--- config.mk ---
export PLATFORM = sky130hd
export DESIGN_NAME = fetch_buffer
export DESIGN_NICKNAME = d
export VERILOG_FILES = /design/src/rtl/fetch_buffer_pkg.sv /design/src/rtl/fetch_buffer_fifo.sv /design/src/rtl/fetch_buffer.sv
export SDC_FILE = /design/constraint.sdc
export NUM_CORES = 1
export LEC_CHECK = 0
export CORE_ASPECT_RATIO = 1.75
export CORE_MARGIN = 4
export CORE_UTILIZATION = 30
export DETAILED_ROUTE_END_ITERATION = 7
export HOLD_SLACK_MARGIN = 0.02
export PLACE_DENSITY = 0.56
export RECOVER_POWER = 25
export SYNTH_ARGS = -nofsm -noshare
export SYNTH_HDL_FRONTEND = slang
export SYNTH_HIERARCHICAL = 1
export SYNTH_SLANG_ARGS = --single-unit
--- constraint.sdc ---
create_clock -name clk -period 5.8 [get_ports clk]
set_clock_uncertainty 0.05 [all_clocks]
set_input_delay 0.87 -clock clk [delete_from_list [all_inputs] [get_ports clk]]
set_output_delay 0.87 -clock clk [all_outputs]
set_load 0.005 [all_outputs]
--- src/rtl/fetch_buffer_pkg.sv ---
// -----------------------------------------------------------------------------
// fetch_buffer_pkg
// Shared pipeline types for the fetch front-end:
//   - fetch_entry_t : one queued fetch result {pc, instr}
//   - fb_state_t    : instruction-bus request FSM states
//   - RESET_PC      : first fetch address after reset; pc_reg and fetch_buffer
//                     both use it
// No ports (package only).
// -----------------------------------------------------------------------------
package fetch_buffer_pkg;

  localparam int PKG_XLEN = 64;
  localparam int PKG_ILEN = 32;

  localparam logic [PKG_XLEN-1:0] RESET_PC = 64'h0000_0000_8000_0000;

  typedef struct packed {
    logic [PKG_XLEN-1:0] pc;
    logic [PKG_ILEN-1:0] instr;
  } fetch_entry_t;

  typedef enum logic [1:0] {
    FB_IDLE    = 2'd0,
    FB_REQ     = 2'd1,
    FB_DISCARD = 2'd2
  } fb_state_t;

endpackage

--- src/rtl/fetch_buffer_fifo.sv ---
// -----------------------------------------------------------------------------
// fetch_fifo
// DEPTH-entry circular buffer of packed fetch entries. The head entry is read
// straight out of storage, so the consumer sees a registered value.
// Ports:
//   clk, reset   : clock, synchronous active-high reset (clears storage too)
//   clear        : drop all entries (redirect); has priority over push/pop
//   push, wdata  : append an entry; push while full is only legal with pop
//   pop          : remove the head entry; only issued while not empty
//   head         : current head entry
//   count        : occupancy, 0..DEPTH
// -----------------------------------------------------------------------------
module fetch_fifo #(
  parameter int DEPTH = 4,
  parameter int W     = 96
) (
  input  logic                     clk,
  input  logic                     reset,
  input  logic                     clear,
  input  logic                     push,
  input  logic [W-1:0]             wdata,
  input  logic                     pop,
  output logic [W-1:0]             head,
  output logic [$clog2(DEPTH):0]   count
);

  localparam int PW = $clog2(DEPTH);
  localparam int CW = PW + 1;

  logic [W-1:0]  mem [DEPTH];
  logic [PW-1:0] wr_ptr;
  logic [PW-1:0] rd_ptr;
  logic [CW-1:0] occ;

  assign head  = mem[rd_ptr];
  assign count = occ;

  // Storage, pointers and occupancy; pointers wrap naturally at DEPTH.
  always_ff @(posedge clk) begin
    if (reset) begin
      wr_ptr <= '0;
      rd_ptr <= '0;
      occ    <= '0;
      for (int i = 0; i < DEPTH; i++) begin
        mem[i] <= '0;
      end
    end else if (clear) begin
      wr_ptr <= '0;
      rd_ptr <= '0;
      occ    <= '0;
    end else begin
      if (push) begin
        mem[wr_ptr] <= wdata;
        wr_ptr      <= wr_ptr + PW'(1);
      end
      if (pop) begin
        rd_ptr <= rd_ptr + PW'(1);
      end
      case ({push, pop})
        2'b10:   occ <= occ + CW'(1);
        2'b01:   occ <= occ - CW'(1);
        default: occ <= occ;
      endcase
    end
  end

endmodule

--- src/rtl/fetch_buffer.sv ---
// -----------------------------------------------------------------------------
// fetch_buffer
// Fetch front-end: PC generator, single-outstanding instruction-bus request
// FSM and a DEPTH-entry instruction queue feeding decode. A redirect clears
// the queue and restarts fetch at redirect_pc; a request already on the bus is
// never withdrawn, its response is simply dropped (DISCARD state).
// Ports:
//   clk, reset                    : clock, synchronous active-high reset
//   ireq_valid, ireq_addr         : ibus request (registered)
//   iresp_addr_ok                 : address accepted (informational only)
//   iresp_data_ok, iresp_data     : returned instruction
//   redirect, redirect_pc         : flush and refetch
//   out_valid/out_ready/out_pc/out_instr : queue head handshake to decode
//   count                         : queue occupancy
// Optional (macro FETCH_BUFFER_PERF_EN):
//   perf_fetched, perf_discarded, perf_full_cycles : 64-bit wrapping counters
// -----------------------------------------------------------------------------
module fetch_buffer
  import fetch_buffer_pkg::*;
#(
  parameter int               DEPTH    = 4,
  parameter int               XLEN     = 64,
  parameter int               ILEN     = 32,
  parameter logic [XLEN-1:0]  RESET_PC = fetch_buffer_pkg::RESET_PC
) (
  input  logic                   clk,
  input  logic                   reset,
  output logic                   ireq_valid,
  output logic [XLEN-1:0]        ireq_addr,
  input  logic                   iresp_addr_ok,
  input  logic                   iresp_data_ok,
  input  logic [ILEN-1:0]        iresp_data,
  input  logic                   redirect,
  input  logic [XLEN-1:0]        redirect_pc,
  output logic                   out_valid,
  input  logic                   out_ready,
  output logic [XLEN-1:0]        out_pc,
  output logic [ILEN-1:0]        out_instr,
`ifdef FETCH_BUFFER_PERF_EN
  output logic [63:0]            perf_fetched,
  output logic [63:0]            perf_discarded,
  output logic [63:0]            perf_full_cycles,
`endif
  output logic [$clog2(DEPTH):0] count
);

  localparam int CW = $clog2(DEPTH) + 1;
  localparam int EW = XLEN + ILEN;

  fb_state_t       state;
  logic [XLEN-1:0] fetch_pc;
  logic [XLEN-1:0] req_addr;
  logic            req_valid;

  logic            push;
  logic            pop;
  logic            space_after_push;
  logic [EW-1:0]   head;
  logic [CW-1:0]   occ;
  logic            unused_addr_ok;

  assign unused_addr_ok = iresp_addr_ok;

  // Queue control: redirect (clear) wins over push; pop follows the handshake.
  always_comb begin
    push = 1'b0;
    pop  = 1'b0;
    space_after_push = 1'b0;
    push = (state == FB_REQ) && iresp_data_ok && !redirect;
    pop  = (occ != '0) && out_ready;
    // count + 1 - pop < DEPTH; with a pop the queue cannot fill.
    space_after_push = pop || (occ < CW'(DEPTH - 1));
  end

  fetch_fifo #(
    .DEPTH (DEPTH),
    .W     (EW)
  ) u_fifo (
    .clk   (clk),
    .reset (reset),
    .clear (redirect),
    .push  (push),
    .wdata ({fetch_pc, iresp_data}),
    .pop   (pop),
    .head  (head),
    .count (occ)
  );

  assign out_valid  = (occ != '0);
  assign out_pc     = head[ILEN +: XLEN];
  assign out_instr  = head[ILEN-1:0];
  assign count      = occ;
  assign ireq_valid = req_valid;
  assign ireq_addr  = req_addr;

  // Request FSM with PC generator; at most one request outstanding.
  always_ff @(posedge clk) begin
    if (reset) begin
      state     <= FB_IDLE;
      fetch_pc  <= RESET_PC;
      req_addr  <= RESET_PC;
      req_valid <= 1'b0;
    end else begin
      case (state)
        FB_IDLE: begin
          if (redirect) begin
            fetch_pc <= redirect_pc;
          end else if (occ < CW'(DEPTH)) begin
            state     <= FB_REQ;
            req_addr  <= fetch_pc;
            req_valid <= 1'b1;
          end
        end
        FB_REQ: begin
          if (redirect) begin
            fetch_pc <= redirect_pc;
            if (iresp_data_ok) begin
              // Response lands with the redirect: drop it, nothing in flight.
              state     <= FB_IDLE;
              req_valid <= 1'b0;
            end else begin
              // Keep the stale request up until its response drains.
              state <= FB_DISCARD;
            end
          end else if (iresp_data_ok) begin
            fetch_pc <= fetch_pc + XLEN'(4);
            if (space_after_push) begin
              req_addr <= fetch_pc + XLEN'(4);
            end else begin
              state     <= FB_IDLE;
              req_valid <= 1'b0;
            end
          end
        end
        FB_DISCARD: begin
          if (redirect) begin
            fetch_pc <= redirect_pc;
          end
          if (iresp_data_ok) begin
            state     <= FB_IDLE;
            req_valid <= 1'b0;
          end
        end
        default: begin
          state     <= FB_IDLE;
          req_valid <= 1'b0;
        end
      endcase
    end
  end

`ifdef FETCH_BUFFER_PERF_EN
  logic discard_evt;

  assign discard_evt = iresp_data_ok &&
                       ((state == FB_DISCARD) || ((state == FB_REQ) && redirect));

  // Free-running event counters; they wrap silently.
  always_ff @(posedge clk) begin
    if (reset) begin
      perf_fetched     <= 64'd0;
      perf_discarded   <= 64'd0;
      perf_full_cycles <= 64'd0;
    end else begin
      if (push) begin
        perf_fetched <= perf_fetched + 64'd1;
      end
      if (discard_evt) begin
        perf_discarded <= perf_discarded + 64'd1;
      end
      if (occ == CW'(DEPTH)) begin
        perf_full_cycles <= perf_full_cycles + 64'd1;
      end
    end
  end
`endif

endmodule
==> flow_summary_export.csv, run 1 <==
group,metric,value,unit
placement,portBuffers,265,
cts,cts_buffers,51,
global_route,first_global_vias,18500,
logic_synthesis,synth_most_common_cell,"nor2_1",
cts,clockBufferDepth,3,
logic_synthesis,yosysTopAreaCell,"edfxtp_1",
global_route,grt_pass1_wl,124000,um
logic_synthesis,yosysUniqueCellTypes,80,
die,die_h,389,um
logic_synthesis,yosysTopAreaCellShare,0.464,
worst_setup_path,reg2reg_from,"state[0]",
cts,clkTransAtPathRegs,70,ps
drt,firstDrtPassIters,6,
finish,nNetsFinal,2439,
timing,finalSetupViolations,0,
logic_synthesis,ys_seq_area_frac,0.577,
worst_setup_path,cp.arrival,5270,ps
die,fp.dieArea,0.0876,sq mm
cts,root_buffer,"clkbuf_16",
logic_synthesis,synth.avg_cell_area,11.4,sq um
worst_setup_path,critPathRequiredTime,6280,ps
drt,vias,18900,
worst_setup_path,crit_path_max_incr_delay,1300,ps
global_route,overflow,0,
worst_setup_path,path_cells,"clkbuf_2 -> buf_12 -> inv_1 -> clkbuf_1 -> nand2_1 -> or4_1 -> o221ai_1",
power,seq_power_share,0.500,
worst_setup_path,crit_path_top_delay_cell,"clkbuf_2",
logic_synthesis,syn_nets,2289,
logic_synthesis,ys_ff_latch,524,
drt,routed_wl,84000,um
outcome,violations,"capacitance limit, slew limit",
drt,antenna_left,0,
min_path,hp-class,"reg2reg",
worst_setup_path,r2r_cells,4,
logic_synthesis,synth_cells,2184,
power,leakage,9.72,nW
die,start_util,0.303,
timing,setup_ws,1010,ps
cts,cts_tree,"built",
timing,finalCritPeriodShare,0.826,
worst_setup_path,crit_end,"fetch_pc[45]",
logic_synthesis,synth_area,0.0248,sq mm
power,power_density,289,mW/mm^2
cts,post_cts_buffers,0,
worst_setup_path,endpoint_kind,"register",
cts,insertion_delay,630,ps
drt,route.detailed.wl_per_inst,24.5,um
logic_synthesis,synth_edf_count,384,
power,swShare,0.251,
worst_setup_path,reg2reg_slack,1800,ps
worst_setup_path,r2r_end,"fetch_pc[17]",
timing,hold_violations,0,
timing,min_period,4790,ps
power,pwr-share-comb,0.096,
run,drv_cap,3,
placement,place_congestion,0.930,
global_route,antenna_found_initial,4,
finish,syn_to_final_growth,21.4,%
die,rows,139,
timing,relSlewSlack,-0.808,
placement,pre_cts_slack,1570,ps
cts,cts_num_sinks,524,
timing,fmax,209,MHz
timing,rsz0062_at_grt,"no",
cts,cts-htree-levels,2,
power,ir_drop,0.000209,V
power,intPower,6.52,mW
die,coreArea,0.0821,sq mm
power,switchingPower,2.19,mW
logic_synthesis,synth.area.top_cells,"edfxtp_1 (46%), dfxtp_1 (11%), mux4_2 (8.7%), nor2_1 (7.8%), nand2b_1 (2.6%)",
drt,drc_errors,0,
logic_synthesis,ys_warn_count,6,
logic_synthesis,ys_async_sr_fraction,0,
timing,worstMarginPinSlew,2710,ps
outcome,status,"finished, violations left",
logic_synthesis,ys.flop_type,"edfxtp_1",
power,power.share.clock,0.403,
cts,hold_buffers,0,
finish,layout-drive-gt1-share,0.106,
drt,drtIter0Drc,1756,
power,power.total,8.71,mW
timing,tns,0,ps
finish,fill_cells,8058,
timing,final_max_slew_viol_count,171,
die,pin_count,267,
worst_setup_path,crit_type,"in2reg",
global_route,grt_usage,0.186,
die,die_x,225,um
worst_setup_path,worstSetupStartpoint,"reset",
logic_synthesis,synth_commonest_cells,"nor2_1 (516), edfxtp_1 (384), dfxtp_1 (140)",
cts,cts_resized,0,
drt,vias_per_cell,5.51,
global_route,grt_max_degree,117,
worst_setup_path,critPathMaxFanout,116,
placement,hpwl,54600,um
worst_setup_path,setup.worst_path.start_class,"input pin",
==> kinds of logic after synthesis <==
kind of cell | count (synthesis) | synth area share
flip-flops | 524 | 0.577
buffers and inverters | 216 | 0.0390
AND/OR/NAND/NOR | 985 | 0.188
AO/OA/AOI/OAI | 296 | 0.0830
XOR/XNOR | 48 | 0.0169
adder cells (fa/ha/maj) | 3 | 0.00181
multiplexers | 112 | 0.0938
==> power groups by stage <==
stage / Sequential, mW / Clock, mW / Combinational [mW]
after floorplan: 4.34 / 0 / 0.470
after global placement: 4.43 / 0 / 0.854
after detailed placement: 4.44 / 0 / 0.862
after CTS: 4.36 / 3.60 / 0.868
after global routing: 4.37 / 3.74 / 0.909
final: 4.36 / 3.51 / 0.840
==> per-layer routing <==
layer / routed length (um) / share of wire / GRT usage / vias up
li1: - / - / - / 8387
met1: 34100 / 0.41 / 0.246 / 9457
met2: 41000 / 0.49 / 0.311 / 933
met3: 5990 / 0.071 / 0.0276 / 140
met4: 2890 / 0.034 / 0.0626 / 0
met5: 0 / 0 / 0 / -
==> cell type report <==
cell class / count / area, sq um / share of cell area
diodes: 1 / 2.50 / 0.0000830
clock buffers: 59 / 1320 / 0.0437
clock inverters: 37 / 420 / 0.0139
inverters: 14 / 52.6 / 0.00174
multi-input cells: 1444 / 9620 / 0.319
flip-flops and latches: 524 / 14300 / 0.476
well taps: 1057 / 1320 / 0.0439
repair buffers: 299 / 3070 / 0.102
==> through the flow <==
stage,hold slack [ps],std cells,instance area [sq um],utilization
after floorplan,398,2184,24800,-
after global placement,435,3338,28400,0.346
after detailed placement,419,3338,28400,0.346
after CTS,433,3434,30200,0.368
after global routing,459,3434,30100,0.367
final,421,3435,30100,0.367
==> layout by cell type, fill, tap and decap left out, types with 10 or more instances in the layout <==
cell,count
clkbuf_16,51
a21oi_1,50
a32oi_1,20
a311oi_1,12
nor4_1,29
inv_1,14
nand2_1,89
a21o_1,11
clkdlybuf4s50_1,193
or3_1,27
nand2b_1,100
xnor2_1,26
nor3_1,22
dfxtp_1,138
mux4_2,96
buf_12,14
o31ai_1,11
clkinv_2,10
nand4_1,45
xor2_1,22
o21ai_0,48
mux2i_1,10
a211oi_1,47
dlygate4sd3_1,70
o211ai_1,12
nand3_1,63
or4_1,24
nor2_1,516
a31oi_1,24
buf_4,18
edfxtp_1,384
==> sequential cells by signal, indices dropped and copies added, names as in the netlist, named ones only <==
| name | cells |
|---|---|
| state | 2 |
| u_fifo/mem | 384 |
| fetch_pc | 64 |
| ireq_valid | 1 |
| u_fifo/rd_ptr | 2 |
| ireq_addr | 64 |
| u_fifo/wr_ptr | 2 |
| u_fifo/count | 3 |
==> critical path, delay by kind of cell <==
kind | cells | cell delay, ps
AOI/OAI and AO/OA | 1 | 170
buffers and inverters | 4 | 3250
and+or+nand+nor | 2 | 770
==> how the worst min path moves through the flow <==
stage	start	to	slack, ps	cells after the start
floorplan	ireq_addr[0]	ireq_addr[0]	400	2
global placement	ireq_addr[0]	ireq_addr[0]	440	2
detailed placement	ireq_addr[0]	ireq_addr[0]	420	2
CTS	ireq_addr[0]	ireq_addr[0]	430	2
global route	ireq_addr[0]	ireq_addr[0]	460	2
finish	ireq_addr[0]	ireq_addr[0]	420	2
Power figures use the tool's default switching activity.
==> run 2, diff against run 1 <==
--- a/config.mk
+++ b/config.mk
@@ -10,7 +10,7 @@
 export CORE_UTILIZATION = 30
 export DETAILED_ROUTE_END_ITERATION = 7
 export HOLD_SLACK_MARGIN = 0.02
-export PLACE_DENSITY = 0.56
+export PLACE_DENSITY = 0.57
 export RECOVER_POWER = 25
 export SYNTH_ARGS = -nofsm -noshare
 export SYNTH_HDL_FRONTEND = slang
==> constraint.sdc (replaced) <==
create_clock -name clk -period 4.35 [get_ports clk]
set_clock_uncertainty 0.05 [all_clocks]
set_input_delay 0.6525 -clock clk [delete_from_list [all_inputs] [get_ports clk]]
set_output_delay 0.6525 -clock clk [all_outputs]
set_load 0.005 [all_outputs]
==> run 2 against run 1 <==
Against the previous run:
- flip-flop and latch count is the same
- cell area is essentially flat
- global-route usage shrank 0.40 points
- via count shrank 1.3%
- register-to-register slack lost 1200 ps
- final cell count grew 0.55%
- critical path depth is the same
- critical endpoint is now u_fifo/mem[1][42]
- clock power grew 27%
- sequential share of layout area is essentially flat
- core utilization is essentially flat
- the flow still finishes with violations (capacitance limit, slew limit)
==> flow_summary_export.csv, run 2 (synthesized netlist as in run 1, its figures left out) <==
group,metric,value,unit
outcome,status,"finished, violations left",
outcome,violations,"capacitance limit, slew limit",
timing,finalSetupViolations,0,
drt,routed_wl,82200,um
worst_setup_path,setup.worst_path.start_class,"register",
drt,vias_per_cell,5.40,
power,seq_power_share,0.508,
cts,cts_tree,"built",
global_route,grt_max_degree,97,
drt,drtIter0Drc,1584,
finish,num_antenna_cells,0,
worst_setup_path,reg2reg_from,"state[1]",
timing,worstMarginPinSlew,1550,ps
finish,layout-drive-gt1-share,0.113,
worst_setup_path,endpoint_kind,"register",
die,fp.dieArea,0.0876,sq mm
worst_setup_path,path_cells,"nand4bb_1 -> buf_4 -> inv_1 -> and2b_1 -> nand2_1 -> clkbuf_4 -> nor2_1",
drt,firstDrtPassIters,5,
timing,hold_violations,0,
cts,cts_buffers,49,
die,die_h,389,um
timing,finalCritPeriodShare,0.858,
finish,fin_util,0.367,
placement,place_congestion,0.935,
die,start_util,0.303,
cts,post_cts_buffers,0,
finish,syn_to_final_growth,21.5,%
worst_setup_path,cp_top_family,"buffers and inverters",
die,die_x,225,um
timing,min_period,3730,ps
timing,tns,0,ps
power,switchingPower,2.83,mW
placement,hpwl,55300,um
power,pwr-share-comb,0.099,
die,rows,139,
timing,final_max_slew_viol_count,43,
worst_setup_path,crit_type,"reg2reg",
power,power_density,378,mW/mm^2
drt,drc_errors,0,
finish,mostFrequentLayoutCells,"nor2_1 (516), edfxtp_1 (384), clkdlybuf4s50_1 (194)",
power,power.total,11.4,mW
die,coreArea,0.0821,sq mm
finish,largest_reg_flops,384,
timing,rsz0062_at_grt,"no",
die,pin_count,267,
worst_setup_path,cp.arrival,3980,ps
cts,cts_resized,0,
finish,stdcell_count,3454,
worst_setup_path,critPathRequiredTime,4600,ps
drt,route.detailed.wl_per_inst,23.8,um
worst_setup_path,crit_end,"u_fifo/mem[1][42]",
worst_setup_path,r2r_cells,7,
placement,portBuffers,265,
cts,cts_num_sinks,524,
cts,clkTransAtPathRegs,70,ps
min_path,hp-class,"reg2reg",
timing,finalHoldWorstSlack,420,ps
timing,fmax,268,MHz
worst_setup_path,path_buf_inv,3,
finish,mostFrequentLayoutCell,"nor2_1",
worst_setup_path,critPathMaxFanout,96,
cts,insertion_delay,630,ps
global_route,antenna_found_initial,0,
timing,relSlewSlack,-0.0335,
power,intPower,8.56,mW
global_route,grt_usage,0.182,
drt,antenna_left,0,
power,swShare,0.249,
global_route,overflow,0,
finish,largest-register,"u_fifo/mem",
global_route,first_global_vias,18600,
power,ir_drop,0.000276,V
run,drv_cap,1,
worst_setup_path,r2r_end,"u_fifo/mem[1][42]",
worst_setup_path,crit_path_top_delay_cell,"clkbuf_4",
worst_setup_path,crit_path_max_incr_delay,1140,ps
worst_setup_path,worstSetupStartpoint,"state[1]",
global_route,grt_pass1_wl,122000,um
cts,clockBufferDepth,3,
cts,cts-htree-levels,2,
placement,dpl.cell_count,3363,
worst_setup_path,reg2reg_slack,620,ps
worst_setup_path,cp_num_cells,7,
drt,vias,18700,
power,leakage,9.73,nW
cts,hold_buffers,0,
finish,nNetsFinal,2462,
cts,root_buffer,"clkbuf_16",
power,power.share.clock,0.393,
## run 2: changes by cell type in the layout (fill, tap and decap cells not counted), sizes merged
cell,before,now
buf,33,53
dlygate4sd3,70,69
clkinv,26,19
clkinvlp,1,3
clkdlybuf4s50,193,194
clkbuf,62,69
bufinv,7,5
diode,1,0
## run 2: cell type report
cell class	instances	area, sq um
clock buffer	61	1320
clock inverter	30	313
fill	8088	51900
inverter	14	52.6
multi-input combinational	1444	9590
sequential	524	14300
tap	1057	1320
timing repair buffer	324	3220
## run 2: worst min path at each step
stage	startpoint	end	slack (ps)	depth (start not counted)
floorplan	ireq_addr[0]	ireq_addr[0]	400	2
global placement	ireq_addr[0]	ireq_addr[0]	410	2
detailed placement	ireq_addr[0]	ireq_addr[0]	410	2
CTS	ireq_addr[0]	ireq_addr[0]	430	2
global route	ireq_addr[1]	ireq_addr[1]	430	2
finish	ireq_addr[0]	ireq_addr[0]	420	2
## run 2: worst reg2reg max path, delay by kind of cell, from the launching register on
kind,cells,cell delay (ps)
flip-flops,1,830
AND/OR/NAND/NOR,4,810
buffers and inverters,3,1720
## run 2: stage by stage
step | setup slack (ps) | cell area, sq um
4_1_cts | 686 | 30300
6_report | 618 | 30200
3_5_place_dp | 453 | 28600
3_3_place_gp | 513 | 28600
2_1_floorplan | 0.161 | 24800
5_1_grt | 409 | 30200
## run 2: layer usage
metal	track usage	share of wire	vias up	wire length, um
li1	-	-	8418	-
met1	0.233	0.41	9323	33400
met2	0.302	0.49	765	39900
met3	0.0298	0.062	160	5100
met4	0.0797	0.046	0	3770
met5	0	0	-	0
## run 2: power by group through the flow
stage	sequential, mW	clock [mW]	combinational, mW
final	5.79	4.47	1.13
after CTS	5.79	4.61	1.17
after floorplan	5.79	0	0.626
after global routing	5.82	4.78	1.22
after detailed placement	5.90	0	1.16
after global placement	5.89	0	1.15
